`src/rtl/can_feature_extractor_p.sv`:
```
// CAN feature extractor: per-ID history lookup producing ID, masked payload,
// inter-arrival delta and payload Hamming distance for the downstream classifier.
module can_feature_extractor_p #(
    parameter int ID_SLOTS = 8,
    parameter int TS_W     = 32,
    parameter int FEAT_W   = 64,
    parameter int MASK_STD = 1
) (
    input  logic              clk,
    input  logic              rst,
    input  logic              tick_en,
    input  logic [28:0]       can_id,
    input  logic [3:0]        can_dlc,
    input  logic [63:0]       can_data,
    input  logic              frame_ext,
    input  logic              frame_valid,
    output logic              frame_ready,
    output logic [FEAT_W-1:0] feat_id,
    output logic [63:0]       feat_payload,
    output logic [FEAT_W-1:0] feat_delta,
    output logic [6:0]        feat_hdist,
    output logic              feat_hit,
    output logic              feat_valid,
    input  logic              feat_ready,
    output logic [2:0]        state,
    output logic              busy
);
    localparam int IDX_W = $clog2(ID_SLOTS);
    localparam int KEY_W = 30;

    typedef enum logic [2:0] {
        S_IDLE    = 3'd0,
        S_LOOKUP  = 3'd1,
        S_COMPUTE = 3'd2,
        S_OUT     = 3'd3
    } state_e;

    typedef struct packed {
        logic             vld;
        logic [KEY_W-1:0] key;
        logic [TS_W-1:0]  ts;
        logic [63:0]      pay;
    } slot_t;

    state_e                       state_q;
    logic [TS_W-1:0]              ts_q, ts_cap_q;
    logic [KEY_W-1:0]             key_q;
    logic [63:0]                  pay_q;
    logic                         hit_q;
    logic [IDX_W-1:0]             idx_q, ptr_q;
    slot_t [ID_SLOTS-1:0]         slot_q;
    logic [FEAT_W-1:0]            feat_id_q, feat_delta_q;
    logic [63:0]                  feat_payload_q;
    logic [6:0]                   feat_hdist_q;
    logic                         feat_hit_q, feat_valid_q;

    logic [KEY_W-1:0]             key_in;
    logic [63:0]                  pay_in;
    logic [3:0]                   dlc_c;
    logic [ID_SLOTS-1:0]          match;
    logic                         hit_d;
    logic [IDX_W-1:0]             idx_d, wr_idx;
    slot_t                        sel;
    logic [TS_W-1:0]              delta_d;
    logic [63:0]                  diff;
    logic [6:0]                   hdist_d;

    // Standard frames share the key space with bit 29 = 0 and only the low 11 ID bits.
    always_comb begin
        key_in = {frame_ext, can_id};
        if (!frame_ext && MASK_STD != 0)
            key_in = {1'b0, 18'b0, can_id[10:0]};
        dlc_c  = (can_dlc > 4'd8) ? 4'd8 : can_dlc;
        pay_in = '0;
        for (int b = 0; b < 8; b++)
            if (4'(b) < dlc_c)
                pay_in[63-8*b -: 8] = can_data[63-8*b -: 8];
    end

    for (genvar g = 0; g < ID_SLOTS; g++) begin : g_cmp
        assign match[g] = slot_q[g].vld && (slot_q[g].key == key_q);
    end

    always_comb begin
        hit_d = |match;
        idx_d = '0;
        for (int i = 0; i < ID_SLOTS; i++)
            if (match[i])
                idx_d = IDX_W'(i);
    end

    always_comb begin
        sel     = slot_q[idx_q];
        delta_d = ts_cap_q - sel.ts;
        diff    = pay_q ^ sel.pay;
        hdist_d = '0;
        for (int i = 0; i < 64; i++)
            hdist_d = hdist_d + {6'b0, diff[i]};
        wr_idx  = hit_q ? idx_q : ptr_q;
    end

    always_ff @(posedge clk) begin
        if (rst) begin
            state_q        <= S_IDLE;
            ts_q           <= '0;
            ts_cap_q       <= '0;
            key_q          <= '0;
            pay_q          <= '0;
            hit_q          <= 1'b0;
            idx_q          <= '0;
            ptr_q          <= '0;
            slot_q         <= '0;
            feat_id_q      <= '0;
            feat_payload_q <= '0;
            feat_delta_q   <= '0;
            feat_hdist_q   <= '0;
            feat_hit_q     <= 1'b0;
            feat_valid_q   <= 1'b0;
        end else begin
            if (tick_en)
                ts_q <= ts_q + 1'b1;
            case (state_q)
                S_IDLE: begin
                    if (frame_valid) begin
                        key_q    <= key_in;
                        pay_q    <= pay_in;
                        ts_cap_q <= ts_q;
                        state_q  <= S_LOOKUP;
                    end
                end
                S_LOOKUP: begin
                    hit_q   <= hit_d;
                    idx_q   <= idx_d;
                    state_q <= S_COMPUTE;
                end
                S_COMPUTE: begin
                    feat_id_q      <= FEAT_W'(key_q[28:0]);
                    feat_payload_q <= pay_q;
                    feat_hit_q     <= hit_q;
                    feat_delta_q   <= hit_q ? FEAT_W'(delta_d) : '1;
                    feat_hdist_q   <= hit_q ? hdist_d : 7'd0;
                    feat_valid_q   <= 1'b1;
                    slot_q[wr_idx] <= '{vld: 1'b1, key: key_q, ts: ts_cap_q, pay: pay_q};
                    // Only a new key consumes a slot, so the pointer moves on misses only.
                    if (!hit_q)
                        ptr_q <= ptr_q + 1'b1;
                    state_q <= S_OUT;
                end
                S_OUT: begin
                    if (feat_ready) begin
                        feat_valid_q <= 1'b0;
                        state_q      <= S_IDLE;
                    end
                end
                default: state_q <= S_IDLE;
            endcase
        end
    end

    assign frame_ready  = (state_q == S_IDLE);
    assign busy         = (state_q != S_IDLE);
    assign state        = state_q;
    assign feat_id      = feat_id_q;
    assign feat_payload = feat_payload_q;
    assign feat_delta   = feat_delta_q;
    assign feat_hdist   = feat_hdist_q;
    assign feat_hit     = feat_hit_q;
    assign feat_valid   = feat_valid_q;

endmodule
```
`config.mk`:
```
export PLATFORM = sky130hd
export DESIGN_NAME = can_feature_extractor_p
export DESIGN_NICKNAME = d
export VERILOG_FILES = /design/src/rtl/can_feature_extractor_p.sv
export SDC_FILE = /design/constraint.sdc
export NUM_CORES = 2
export LEC_CHECK = 0
export BUFFER_PORTS_ARGS = -buffer_cell sky130_fd_sc_hd__clkbuf_2
export CAP_MARGIN = 20
export CORE_UTILIZATION = 23
export CTS_BUF_LIST = sky130_fd_sc_hd__clkbuf_4 sky130_fd_sc_hd__clkbuf_8
export CTS_CLUSTER_DIAMETER = 150
export DETAILED_ROUTE_END_ITERATION = 12
export GPL_TIMING_DRIVEN = 1
export HOLD_SLACK_MARGIN = 0.03
export PLACE_DENSITY_LB_ADDON = 0.05
export SYNTH_ARGS = -nofsm -noshare
export SYNTH_HDL_FRONTEND = slang
export SYNTH_SLANG_ARGS = --single-unit
```
`constraint.sdc`:
```
create_clock -name clk -period 21.3 [get_ports clk]
set_clock_uncertainty 0.1 [all_clocks]
set_input_delay 3.195 -clock clk [delete_from_list [all_inputs] [get_ports clk]]
set_output_delay 3.195 -clock clk [all_outputs]
set_load 0.02 [all_outputs]
```
==> results.toml <==
[status]
status = "finished, final reports clean"

[floorplanning]
rows = 184
initial_core_util_pct = 23.2
dieArea_um2 = 256000
die_h_um = 506
chipWidth_um = 506
core_area_um2 = 252000
boundaryPins = 309

[routing]
drt-pass1-iter-count = 5
drt-initial-drc-count = 2834
vias = 47165
drc = 0
routed_wl_um = 232000
viasPerCell = 4.52
ant_nets = 0
routedWlPerCell_um = 22.3

[timing]
tightest_slew_ns = 1.11
min_period_ns = 9.03
setup_viol = 0
fin_crit_sh_pct = 42.4
finalSetupTns_ns = 0
drv_slew = 0
relSlewSlack_pct = 26.1
holdWs_ns = 0.349
grt_setup_unrepaired = "no"
max_freq_mhz = 111
hold_violations = 0

[worst_setup_path]
rr_worst_depth = 24
r2r-start = "idx_q[0]"
critPathArrivalTime_ns = 9.75
crit_chain = "buf_12 -> buf_4 -> mux4_2 -> mux2i_1 -> xor2_1 -> fa_1 -> inv_1 -> fa_1 -> fa_1 -> fa_1 -> fa_1 -> fa_1 -> inv_1 -> fa_1 -> inv_1 -> fa_1 -> ha_1 -> fa_1 -> a21o_1 -> a21oi_1 -> nor2b_1 -> o21a_1 -> o211ai_1 -> a21oi_1"
critPathTopFamily = "adder cells"
cp_data_required_time_ns = 22.03
end_kind = "register"
reg2reg_to = "feat_hdist[6]"
criticalPathCategory = "reg -> reg"
worstPathMaxFanout = 63
critPathSlowestCell = "dfxtp_4"
slowest_delay_ns = 0.71
cpMostUsedCell = "fa_1"
critical_path_buf_inv_count = 5
reg2reg_setup_slack_ns = 12.27
crit_path_start_kind = "register"

[layout]
fillerInstances = 27035
area_growth_pct = 16.0
nNetsFinal = 7139
layout_common_cells = "2175 x nand2_1, 1314 x dfxtp_1, 1120 x a21oi_1, 336 x clkbuf_8, 271 x clkbuf_2"
final_common_cell = "nand2_1"
drive_gt1_share_pct = 15.1

[yosys]
avgSynthCellArea_um2 = 8.45
synthCells = 6904
yosysSeqAreaShare_pct = 45.2
synth_edf_count = 0
synth_seq_cells = 1318
ys.flop_type = "dfxtp_1"
synth_top_area_cell = "dfxtp_1"
synth_cell_types = 73
syn_area_um2 = 58300
async_reset_ff_share_pct = 0
synth_top_area_share_pct = 45.2
yosys_warnings = 0
synthTopCellsByArea = "dfxtp_1 45%, nand2_1 14%, a21oi_1 9.6%"

[clocking]
h-tree-depth = 5
cts_num_sinks = 1318
cts_hold_buf = 0
clock_latency_ns = 1.01
cts_setup_buffers = 0
cts_buffers = 289
cts_tree = "done"
cts_resized = 0
cts.path.max_buffers = 4
clockRootBuffer = "clkbuf_8"
cts.reportedPaths.clkPinSlew_ns = 0.05

[global_routing]
grt_pass1_vias = 47031
grt_pass1_wl_um = 339000
grt_max_degree = 128
antenna_found_initial = 4
grt_overflow = 0
track_usage_pct = 17.9

[min_path]
hold_path.class = "reg -> reg"
worstHoldStart = "slot_q[845]"
hold_depth = 2
holdPathEnd = "slot_q[845]"

[power]
peakVddDrop_mv = 0.129
p_per_area_nw_per_um2 = 113
cellLeakagePower_nw = 22.9

[place]
io_buffers = 272
dp_hpwl_um = 130000
gp_congestion = 0.719

[run]
cap_violations = 0
==> tightest hold or removal path: stages (launching register included) <==
cell and delay (ns):
dfxtp_1 0.30, nand2_1 0.05, a21oi_1 0.05
==> where the power goes <==
group	internal, mW	switching (mW)
combinational	0.775	1.40
clock	1.59	1.19
sequential	2.55	0.168
total	4.91	2.76
==> logic make-up (layout without fill, tap and decap cells) <==
family          after synthesis  in the layout  share of synthesized area (%)
compound gates             1307           1307                           12.0
mux                         387            387                           10.8
flops                      1318           1318                           45.2
other cells                   1             43                        0.00643
buf+inv                     752            898                           5.53
xor+xnor                    362            362                           5.43
fa+ha+maj                   107            107                           3.00
simple gates               2670           2670                           18.0
==> layout make-up <==
class / count / area (µm²) / share of cell area, %
clock buffers: 430 / 5330 / 7.87
repair buffers: 389 / 2390 / 3.53
inverters: 62 / 233 / 0.344
clock inverters: 17 / 134 / 0.198
diodes: 7 / 17.5 / 0.0259
flip-flops and latches: 1318 / 26400 / 39.0
multi-input cells: 4869 / 29000 / 42.9
well taps: 3348 / 4190 / 6.19
==> state kept, by name, indices dropped and copies added (netlist names) <==
| name | count |
|---|---|
| key_q | 30 |
| ts_cap_q | 32 |
| feat_hit | 1 |
| hit_q | 1 |
| ptr_q | 3 |
| feat_payload | 64 |
| slot_q | 1016 |
| state | 2 |
| ts_q | 32 |
| pay_q | 64 |
| feat_hdist | 7 |
| idx_q | 3 |
| feat_id | 29 |
| feat_delta | 33 |
| feat_valid | 1 |
==> stage by stage <==
stage          setup WS [ns]  power, mW  util, %  area, µm²  std cells
2_1_floorplan          13.61       4.23        -      58500       6939
3_3_place_gp           12.05       5.08     24.7      62200       9984
3_5_place_dp           12.11       5.03     24.7      62200       9985
4_1_cts                12.06       7.90     26.9      67700      10432
5_1_grt                11.68       8.17     26.9      67700      10439
6_report               12.27       7.67     26.9      67700      10440
==> cell usage after synthesis, types with 19 or more instances <==
library cell  instances
ha_1                 52
nand2_1            2184
nor2_1              275
clkbuf_1            508
xnor2_1             242
inv_1                62
mux2i_1             194
nand4_1              60
nor4_1               28
buf_2                69
a211oi_1             24
o21ai_0              19
mux4_2              192
dfxtp_1            1318
xor2_1              120
fa_1                 55
buf_4                71
a21oi_1            1121
a22oi_1              63
buf_1                34
nand3_1              46
==> layer usage <==
| layer | global-route usage, % | vias up | share of wire (%) |
|---|---|---|---|
| li1 | - | 22852 | - |
| met1 | 23.6 | 23118 | 46 |
| met2 | 30.3 | 834 | 48 |
| met3 | 2.42 | 359 | 3.1 |
| met4 | 4.85 | 2 | 2.4 |
| met5 | 0 | - | 0.0039 |
==> worst max path at each step <==
stage,to,cells past startpoint,from
global route,feat_hdist[6],26,idx_q[0]
floorplan,feat_hdist[6],27,idx_q[0]
CTS,feat_hdist[6],26,idx_q[0]
finish,feat_hdist[6],24,idx_q[0]
detailed placement,feat_hdist[6],26,idx_q[0]
global placement,feat_hdist[6],26,idx_q[0]
(Power assumes the default switching activity.)
